### src/rtl/shift_right_seq_16b_pkg.sv
// rtl/shift_right_seq_16b_pkg.sv - shared state encoding and width defaults for the right shifter
package shift_right_seq_16b_pkg;

  localparam int WIDTH_DEF = 16;
  localparam int CNT_W_DEF = 4;

  // 2'd3 is never produced; the FSM decodes it like IDLE
  typedef enum logic [1:0] {
    S_IDLE  = 2'd0,
    S_SHIFT = 2'd1,
    S_DONE  = 2'd2
  } state_t;

endpackage

### src/rtl/shift_r1_16b.sv
// rtl/shift_r1_16b.sv - combinational right shift by one place with selectable fill bit
module shift_r1_16b #(
  parameter int WIDTH = 16
) (
  input  logic [WIDTH-1:0] in,
  input  logic             fill,
  output logic [WIDTH-1:0] out
);

  // drop the LSB, move everything down one place, insert the fill bit at the top
  always_comb begin
    out            = in >> 1;
    out[WIDTH-1]   = fill;
  end

endmodule

### src/rtl/shift_right_seq_16b.sv
// rtl/shift_right_seq_16b.sv - one-bit-per-clock logical/arithmetic right shifter with start/done handshake
module shift_right_seq_16b
  import shift_right_seq_16b_pkg::*;
#(
  parameter int WIDTH = WIDTH_DEF,
  parameter int CNT_W = CNT_W_DEF
) (
  input  logic             CLK,
  input  logic             Reset_n,
  input  logic             start,
  input  logic [WIDTH-1:0] in,
  input  logic [CNT_W-1:0] amount,
  input  logic             arith,
  output logic [WIDTH-1:0] out,
  output logic             busy,
  output logic             done
);

  state_t           state_q, state_d;
  logic [WIDTH-1:0] out_q, out_d;
  logic [CNT_W-1:0] count_q, count_d;
  logic             mode_q, mode_d;
  logic             busy_q, busy_d;
  logic             done_q, done_d;

  logic [WIDTH-1:0] shifted;
  logic             fill;

  // sign-fill only in arithmetic mode; the MSB never changes while shifting, so it still holds the operand sign
  assign fill = mode_q & out_q[WIDTH-1];

  shift_r1_16b #(
    .WIDTH (WIDTH)
  ) u_shift_r1 (
    .in   (out_q),
    .fill (fill),
    .out  (shifted)
  );

  // next-state logic: accept in IDLE/DONE, shift one place per cycle in SHIFT
  always_comb begin
    state_d = state_q;
    out_d   = out_q;
    count_d = count_q;
    mode_d  = mode_q;
    case (state_q)
      S_SHIFT: begin
        out_d   = shifted;
        count_d = count_q - 1'b1;
        // count of 0 cannot occur here, but leaving SHIFT for it avoids a 2**CNT_W-cycle wrap
        state_d = (count_q <= CNT_W'(1)) ? S_DONE : S_SHIFT;
      end
      default: begin
        if (start) begin
          out_d   = in;
          count_d = amount;
          mode_d  = arith;
          state_d = (amount != '0) ? S_SHIFT : S_DONE;
        end else begin
          state_d = S_IDLE;
        end
      end
    endcase
    busy_d = (state_d == S_SHIFT);
    done_d = (state_d == S_DONE);
  end

  // state, datapath and registered status flags
  always_ff @(posedge CLK or negedge Reset_n) begin
    if (!Reset_n) begin
      state_q <= S_IDLE;
      out_q   <= '0;
      count_q <= '0;
      mode_q  <= 1'b0;
      busy_q  <= 1'b0;
      done_q  <= 1'b0;
    end else begin
      state_q <= state_d;
      out_q   <= out_d;
      count_q <= count_d;
      mode_q  <= mode_d;
      busy_q  <= busy_d;
      done_q  <= done_d;
    end
  end

  assign out  = out_q;
  assign busy = busy_q;
  assign done = done_q;

endmodule

### config.mk
export PLATFORM = sky130hd
export DESIGN_NAME = shift_right_seq_16b
export DESIGN_NICKNAME = d
export VERILOG_FILES = /design/src/rtl/shift_right_seq_16b_pkg.sv /design/src/rtl/shift_r1_16b.sv /design/src/rtl/shift_right_seq_16b.sv
export SDC_FILE = /design/constraint.sdc
export NUM_CORES = 1
export LEC_CHECK = 0
export ABC_CLOCK_PERIOD_IN_PS = 1800
export CAP_MARGIN = 0
export CORE_AREA = 5 5 69 71
export DETAILED_ROUTE_END_ITERATION = 8
export DIE_AREA = 0 0 74 76
export GPL_TIMING_DRIVEN = 0
export PLACE_DENSITY_LB_ADDON = 0.15
export SYNTH_ARGS = -nofsm -noshare
export SYNTH_HDL_FRONTEND = slang
export SYNTH_HIERARCHICAL = 1
export SYNTH_SLANG_ARGS = --single-unit
export TNS_END_PERCENT = 50
### constraint.sdc
create_clock -name CLK -period 1.8 [get_ports CLK]
set_clock_uncertainty 0.15 [all_clocks]
set_input_delay 0.45 -clock CLK [delete_from_list [all_inputs] [get_ports CLK]]
set_output_delay 0.45 -clock CLK [all_outputs]
set_load 0.02 [all_outputs]
# Word level (Yosys, flattened, before mapping)
# Index checks and enable logic that the tools add are counted.
[totals]
register_bits = 25
out_inout_bits = 18
ramBits = 0
n_memories = 0
elab_cells = 24
inputBits = 24
latch_bits = 0
mem_bits_ro = 0
[op_classes]
multipliers = 0
bitwise_logic = 2
add_sub_neg = 1
shift = 0
n_mux = 8
eq_ne = 3
reduce_logical = 3
div_mod_pow = 0
order_cmp = 1
[ops]
columns = ["cell", "n"]
rows = [
  ["two-way mux 16 bit", 2],
  ["two-way mux 2 bit", 4],
  ["two-way mux 4 bit", 2],
  ["equality test 2 x 1 -> 1 bit (second input constant)", 2],
  ["<= comparator 4 x 1 -> 1 bit (second input constant)", 1],
  ["nonzero test 4 bit", 1],
  ["subtractor 4 x 1 -> 4 bit (second input constant)", 1],
  ["equality test 2 bit (second input constant)", 1],
  ["AND reduction 2 bit", 1],
  ["nonzero test 2 bit", 1],
  ["bitwise AND 1 bit", 1],
  ["inverter 1 bit", 1],
]

# Depth between registers and ports, before layout
# Gate-level depths: netlist of run 1.
[logic_depth]
depth_word = 5
depth_mapped = 5

# Cells and area by module
# The synthesis of run 1 kept the hierarchy.
[modules_own_cells]
columns = ["module", "cells_each", "n_inst", "area_per_inst_um2"]
rows = [
  ["shift_right_seq_16b", 112, 1, 1197.4],
  ["shift_r1_16b", 16, 1, 120.1],
]

# Least setup slack after synthesis of run 1
# OpenSTA, ideal clock, no wires.
[synth_path]
kind = "register to register"
from = "reg state_q[1]"
to = "reg count_q[2]"
slack_ns = 0.412
setup_ns = 0.123
stages_incl_launch_ff = 5
required_ns = 1.527
t_arrival_ns = 1.115
path_cell_list = "dfrtp_1 > nand2b_1 > buf_6 > mux2_4 > o221a_1"
[synth_between]
elab_chain_cells = 2
[synth_rtl]
columns = ["element", "line", "source"]
rows = [
  ["start: declaration", "shift_right_seq_16b.sv:19", "state_t state_q, state_d;"],
  ["start signal: assignment", "shift_right_seq_16b.sv:78", "state_q <= state_d;"],
  ["equality test 2 x 1 -> 1 bit (*)", "shift_right_seq_16b.sv:46", "case (state_q)"],
  ["two-way mux 4 bit or nonzero test 2 bit (tied branches)", "--", ""],
  ["end signal: assignment", "shift_right_seq_16b.sv:80", "count_q <= count_d;"],
  ["end: declaration", "shift_right_seq_16b.sv:21", "logic [CNT_W-1:0] count_q, count_d;"],
]
# Mark *: on every way between the ends. The rest lies on a longest branch, timed or not.
# A chain may end at the register's enable or synchronous reset.

# Worst setup path in the final report of run 1
[layout_path]
from = "in amount[0]"
to = "reg state_q[1]"
[layout_between]
elab_chain_cells = 4
[layout_rtl]
columns = ["element", "line", "source"]
rows = [
  ["start: declaration", "shift_right_seq_16b.sv:12", "input logic [CNT_W-1:0] amount,"],
  ["nonzero test 4 bit", "shift_right_seq_16b.sv:58", "state_d = (amount != '0) ? S_SHIFT : S_DONE;"],
  ["two-way mux 2 bit", "shift_right_seq_16b.sv:58", ""],
  ["two-way mux 2 bit", "shift_right_seq_16b.sv:54", "if (start) begin"],
  ["two-way mux 2 bit", "shift_right_seq_16b.sv:46", ""],
  ["net state_d[1]", "shift_right_seq_16b.sv:19", ""],
]
# The timed path passes the listed nets, and every way through them passes these cells.

==> results of run 1 <==
-- metrics by stage --
| step | worst slack [ps] | setup TNS, ps | cells |
|---|---|---|---|
| after floorplan | 412 | 0 | 128 |
| after global placement | -241 | -6150 | 220 |
| after detailed placement | -230 | -5920 | 220 |
| after CTS | 92.5 | 0 | 224 |
| after global routing | 121 | 0 | 224 |
| final | 178 | 0 | 224 |
-- layer usage --
layer,vias up,share of wire
li1,517,-
met1,485,0.45
met2,29,0.48
met3,4,0.051
met4,0,0.013
met5,-,0
-- Yosys cell counts --
library cell and count:
o211a_1 3, buf_4 17, mux2_1 1, nand2_1 19
buf_6 1, clkbuf_1 1, ha_1 2, dfrtp_1 25
o21ai_0 16, o221a_1 1, nor2b_1 1, mux2_4 1
a21oi_1 2, mux2_2 1, nor4_1 1, nand3_1 3
nand3b_1 1, o22ai_1 2, and2_1 1, nor3_1 2
nor2_1 1, buf_2 5, o41ai_1 2, mux2i_1 16
inv_1 2, nand2b_1 1
-- state kept, by name (all words and copies together), names as in the netlist --
| signal | flops |
|---|---|
| busy | 1 |
| mode_q | 1 |
| out | 16 |
| done | 1 |
| count_q | 4 |
| state_q | 2 |
-- cells in the final DEF, fill, tap and decap left out, types with 3 or more instances in the layout --
cell             instances
buf_2                    5
buf_4                   17
clkbuf_8                 3
clkdlybuf4s50_1         21
dfrtp_1                 25
dlygate4sd2_1           18
mux2i_1                 16
nand2_1                 19
nand3_1                  3
o211a_1                  3
o21ai_0                 16
-- power by group through the flow --
stage | Clock, uW | Sequential [uW] | Combinational (uW)
floorplan | 0 | 1210 | 819
global route | 364 | 1050 | 1640
global placement | 0 | 1010 | 1610
finish | 322 | 1010 | 1480
CTS | 339 | 1010 | 1520
detailed placement | 0 | 1020 | 1640
-- how the worst min path moves through the flow --
stage	from	endpoint	slack, ps	cells after the start
2_1_floorplan	Reset_n	busy	4	0
5_1_grt	Reset_n	out[5]	370	1
6_report	Reset_n	done	240	1
3_3_place_gp	count_q[0]	count_q[0]	330	1
4_1_cts	count_q[0]	count_q[0]	360	1
3_5_place_dp	count_q[0]	count_q[0]	350	1
-- critical path, delay by kind of cell --
kind / cells / cell delay, ps
and+or+nand+nor: 2 / 660
AOI/OAI and AO/OA: 1 / 90
buffers and inverters: 1 / 420
-- final cells by class --
cell class,instances,area [um2]
Clock buffer,3,41.3
Tap cell,52,65.1
Multi-Input combinational cell,77,517
Sequential cell,25,626
Timing Repair Buffer,40,380
Buffer,24,168
Inverter,2,7.51
Clock inverter,1,5.00
Fill cell,391,2360
-- cells by family (layout without fill, tap and decap cells) --
group / count (synthesis) / in the layout / synth area share
AO/OA/AOI/OAI: 26 / 26 / 0.123
adder cells (fa/ha/maj): 2 / 2 / 0.0190
buffers and inverters: 26 / 70 / 0.133
flip-flops: 25 / 25 / 0.475
multiplexers: 19 / 19 / 0.150
AND/OR/NAND/NOR: 30 / 30 / 0.101
==> summary.txt, run 1 <==
Clock network
  – Clock transition at path regs: 90 ps
  – Hold Buf Count CTS: 0
  – Clock buffer depth: 2
  – CTS H-Tree Depth: 1
  – Worst skew pair latency: 260 ps
  – Num CTS Buffers: 3
  – Total clock sinks: 25
  – Post-cts sizing count: 18
  – Postcts setup bufs: 0
  – Clock Tree Root: clkbuf_8
  – TritonCTS clock tree: built

Yosys
  – Mapped Nets: about 150
  – Post-synthesis sequential element count: 25
  – Synthesized area: between 0.001 and 0.0015 mm2
  – Synth area leaders: dfrtp_1 47%, mux2i_1 12%, buf_4 9.7%
  – Synth cell types: 26
  – Share of the synthesized area in the top cell type: 0.475
  – Sequential area share after synthesis: 0.475
  – Yosys Warn Count: 6
  – Synth Instances: approximately 130
  – Synth area leader: dfrtp_1
  – Syn_area_per_cell: 10.3 um2

Floorplanning
  – Num rows: 24
  – Die area: approximately 0.0056 mm2
  – Die H: 76 um
  – Ports: 42
  – Area of the core: 0.00417 mm2
  – Die width: 74 um
  – Initial cell density of the core: 0.316

Worst setup path
  – WS Path Type: in2reg
  – CP Cell Sequence: clkdlybuf4s50_1 > nor4_1 > nand3_1 > o41ai_1
  – CP Capture Type: flip-flop
  – Reg2reg end: count_q[3]
  – Crit path from: amount[0]
  – Crit-path max cell delay: 500 ps
  – Worst reg-to-reg setup slack: 310 ps
  – Data required, critical path: 1810 ps
  – Worst EP arrival: 1630 ps
  – Crit path capture: state_q[1]
  – Slowest stage cell, crit path: nor4_1
  – Worst-path maximum fanout: 3
  – Startpoint types: input port
  – R2R Path Start: state_q[1]
  – Reg2reg path depth: 4

Layout
  – Synthesis-to-layout area growth: 37.3%
  – Fraction of layout cells with a size suffix above 1: 0.169
  – Final #Nets: slightly below 200
  – Fin area: 0.00181 mm2
  – Fin util: 0.433
  – Inserted Diodes: 0

Drt
  – Iteration-0 DRC Markers: 12
  – Drt via density: 4.62
  – Via count: 1035
  – DR WL/cell: approximately 13 um
  – Final WL: 2930 um
  – DRT antenna net count: 0
  – DRT Pass-1 Iters: 4
  – DR DRC count: 0

Power and ir drop
  – Gate power share: 0.527
  – Switch Pwr: 1120 uW
  – Internal power: 1690 uW
  – Total Power: 2810 uW
  – Part of the power in the clock network: 0.115
  – Seq pwr share: 0.358
  – Max IR drop VDD: between 0.6 and 0.7 mV
  – Power Density: 1550 mW/mm2
  – Lkg Pwr: 0.000902 uW
  – Sw frac: 0.398

Timing
  – Max-slew violations: 0
  – Worst-Margin Slew: 1120 ps
  – Hold Fails Final Rpt: 0
  – Final period utilization: 0.901
  – Worst hold slack: 242 ps
  – F_max: 617 MHz
  – Min Tclk post-route: 1620 ps
  – Final setup fails: 0
  – RSZ-0062 raised after global routing: no
  – Slew margin rel.: 0.251

Placed design
  – GPL Wtd Cong: 0.719
  – Port bufs: 40
  – Dpl hpwl: 2240 um
  – Placed Instance Area: 0.00178 mm2

Global routing
  – Vias in the first global route: 1110
  – Grt ovf: 0
  – Initial antenna violation count: 0
  – Met1 usage: 0.145
  – Met2 Usage GRT: 0.188
  – All-layer global routing usage: 0.113
  – Grt peak-use layer: met2
  – First-pass GRT wire length: a little over 5000 um
  – M3 GR Usage: 0.0185
  – Pin count of the biggest net entering global routing: 26

Status
  – Status: finished, final reports clean

Hold path
  – Worst hold path class: in2async

Job
  – Max-cap viol count: 0
Power figures use the tool's default switching activity.
==> run 2, diff against run 1 <==
Settings changed: ABC_AREA set to 1, CORE_AREA 5 5 69 71 to 5 5 68 70, DIE_AREA 0 0 74 76 to 0 0 73 75.
==> run 2 against run 1 <==
Design area rose by 0.90%; largest cell class unchanged; largest power group unchanged; critical endpoint is now out[15]; die area fell by 2.6%; combinational power rose by 18%; sequential power barely moved; critical path type is now reg2out; wire length rose by 7.2%; sequential share of layout area fell by 0.31 points; critical path depth fell by 3.
==> summary.txt, run 2 <==
Yosys
  – Share of the synthesized area in the top cell type: 0.468
  – Synth area leader: dfrtp_1
  – Post-synth EDFFs: 0
  – Post-synthesis sequential element count: 25
  – Synthesized area: between 0.001 and 0.0015 mm2
  – Synth cell count leaders: 66 x nand2_1, 28 x nand3_1, 25 x dfrtp_1
  – Synth async-reset ratio: 1.00
  – Mapped Nets: ~190
  – Yosys Warn Count: 6
  – Synth cell types: 13
  – Top FF cell, synth: dfrtp_1
  – Count leader, synth: nand2_1
  – Synth Instances: 163
  – Sequential area share after synthesis: 0.468
  – Synth area leaders: dfrtp_1 47%, nand2_1 19%, buf_4 12%
  – Syn_area_per_cell: 8.21 um2

Clock network
  – Postcts setup bufs: 0
  – Clock Tree Root: clkbuf_8
  – Worst skew pair latency: 270 ps
  – Num CTS Buffers: 3
  – Clock transition at path regs: 90 ps
  – TritonCTS clock tree: built
  – Total clock sinks: 25
  – Clock buffer depth: 2
  – CTS H-Tree Depth: 1

Drt
  – Via count: about 1.2k
  – Final WL: 3140 um
  – Iteration-0 DRC Markers: 35
  – DRT antenna net count: 0
  – DR WL/cell: 12.2 um
  – Drt via density: between 4 and 5
  – DRT Pass-1 Iters: 6
  – DR DRC count: 0

Floorplanning
  – Initial cell density of the core: 0.342
  – Die width: 73 um
  – Die area: roughly 0.0055 mm2
  – Area of the core: 0.00391 mm2
  – Num rows: 23
  – Ports: 42
  – Die H: 75 um

Timing
  – Worst-Margin Slew: 1120 ps
  – Final WS setup: roughly 160 ps
  – Setup TNS Final: 0 ps
  – Final setup fails: 0
  – Max-slew violations: 0
  – RSZ-0062 raised after global routing: no
  – Slew margin rel.: 0.252
  – Final period utilization: 0.910
  – F_max: between 600 and 700 MHz
  – Min Tclk post-route: 1640 ps
  – Hold Fails Final Rpt: 0

Layout
  – Final #Nets: between 200 and 250
  – Synthesis-to-layout area growth: 36.5%
  – Most common cell after layout, fill and taps aside: nand2_1
  – Most frequent cells in the layout: 66 x nand2_1, 28 x nand3_1, 25 x dfrtp_1
  – Final Non-Filler Cells: 257
  – Inserted Diodes: 0
  – Max reg flops: 16
  – Fraction of layout cells with a size suffix above 1: 0.145

Power and ir drop
  – Seq pwr share: 0.334
  – Internal power: between 1500 and 2000 uW
  – Switch Pwr: between 1000 and 1500 uW
  – Lkg Pwr: 0.000954 uW
  – Power Density: 1710 mW/mm2
  – Part of the power in the clock network: 0.107
  – Gate power share: 0.559
  – Max IR drop VDD: 0.556 mV
  – Sw frac: 0.433

Worst setup path
  – CP Cell Sequence: dlygate4sd2_1
  – Reg2reg path depth: 6
  – Critical Path Stages: 1
  – Buf+Inv Stages, Crit Path: 1
  – R2R Path Start: state_q[0]
  – Crit-path max cell delay: 410 ps
  – Data required, critical path: 1200 ps
  – Startpoint types: flip-flop
  – Worst reg-to-reg setup slack: around 460 ps
  – Slowest stage cell, crit path: dfrtp_1
  – Worst EP arrival: 1040 ps
  – WS Path Type: reg2out
  – Reg2reg end: out[2]
  – CP top delay family: flip-flops
  – Worst-path maximum fanout: 4
  – CP Capture Type: output port

Placed design
  – Dpl cells: ~250
  – Dpl hpwl: 2390 um
  – DP Worst Slack: -220 ps
  – Port bufs: 40
  – GPL Wtd Cong: 0.765

Global routing
  – All-layer global routing usage: 0.128
  – Vias in the first global route: 1178
  – Grt ovf: 0
  – First-pass GRT wire length: 5420 um
  – Pin count of the biggest net entering global routing: 26
  – Initial antenna violation count: 0

Hold path
  – Worst hold path class: in2async

Job
  – Max-cap viol count: 0

Status
  – Status: finished, final reports clean
[run 2: cell count changes after synthesis, moves of 4 or more]
cell     change
buf_4        +4
nand2_1     +47
nand3_1     +25
o21ai_0     -13
mux2i_1     -16
inv_1        +4
buf_2        -5
[run 2: repair_timing]
action / 4_1_cts / 5_1_grt
setup endpoints to repair: 18 / 25
resized for setup: 18 / 1
hold buffers: 0 / 0
[run 2: worst max path at each step]
stage | startpoint | to
detailed placement | Reset_n | busy
global route | out[15] | out[15]
floorplan | start | out[1]
finish | out[15] | out[15]
CTS | Reset_n | busy
global placement | Reset_n | busy
[run 2: metal layers]
layer	vias to the layer above	part of all wire	GRT usage
li1	590	-	-
met4	0	0.012	0.0492
met2	32	0.46	0.209
met3	4	0.067	0.0227
met5	-	0	0
met1	536	0.46	0.169
[run 2: per-stage QoR]
stage / total power, uW / instance area [um2] / hold WS (ps) / util
final: 3110 / 1830 / 241 / 0.466
after CTS: 3180 / 1820 / 359 / 0.466
after detailed placement: 2970 / 1800 / 337 / 0.460
after global placement: 2920 / 1800 / 321 / 0.460
after global routing: 3400 / 1830 / 364 / 0.466
after floorplan: 2270 / 1340 / 4.41 / -
[run 2: logic make-up after synthesis]
family	synth area share
flops	0.468
buf+inv	0.140
compound gates	0.0168
fa+ha+maj	0.0187
simple gates	0.356
[run 2: power groups by stage]
stage / logic (uW) / registers (uW) / clock network, uW
after floorplan: 1010 / 1250 / 0
after global placement: 1880 / 1040 / 0
after detailed placement: 1910 / 1060 / 0
after CTS: 1780 / 1040 / 349
after global routing: 1950 / 1070 / 375
final: 1740 / 1040 / 334
[run 2: area by class of cell]
| class | count | area (um2) |
|---|---|---|
| tap | 50 | 62.6 |
| inverter | 8 | 30.0 |
| fill | 396 | 2090 |
| multi-input combinational | 109 | 524 |
| sequential | 25 | 626 |
| buffer | 21 | 158 |
| clock buffer | 4 | 45.0 |
| timing repair buffer | 40 | 380 |
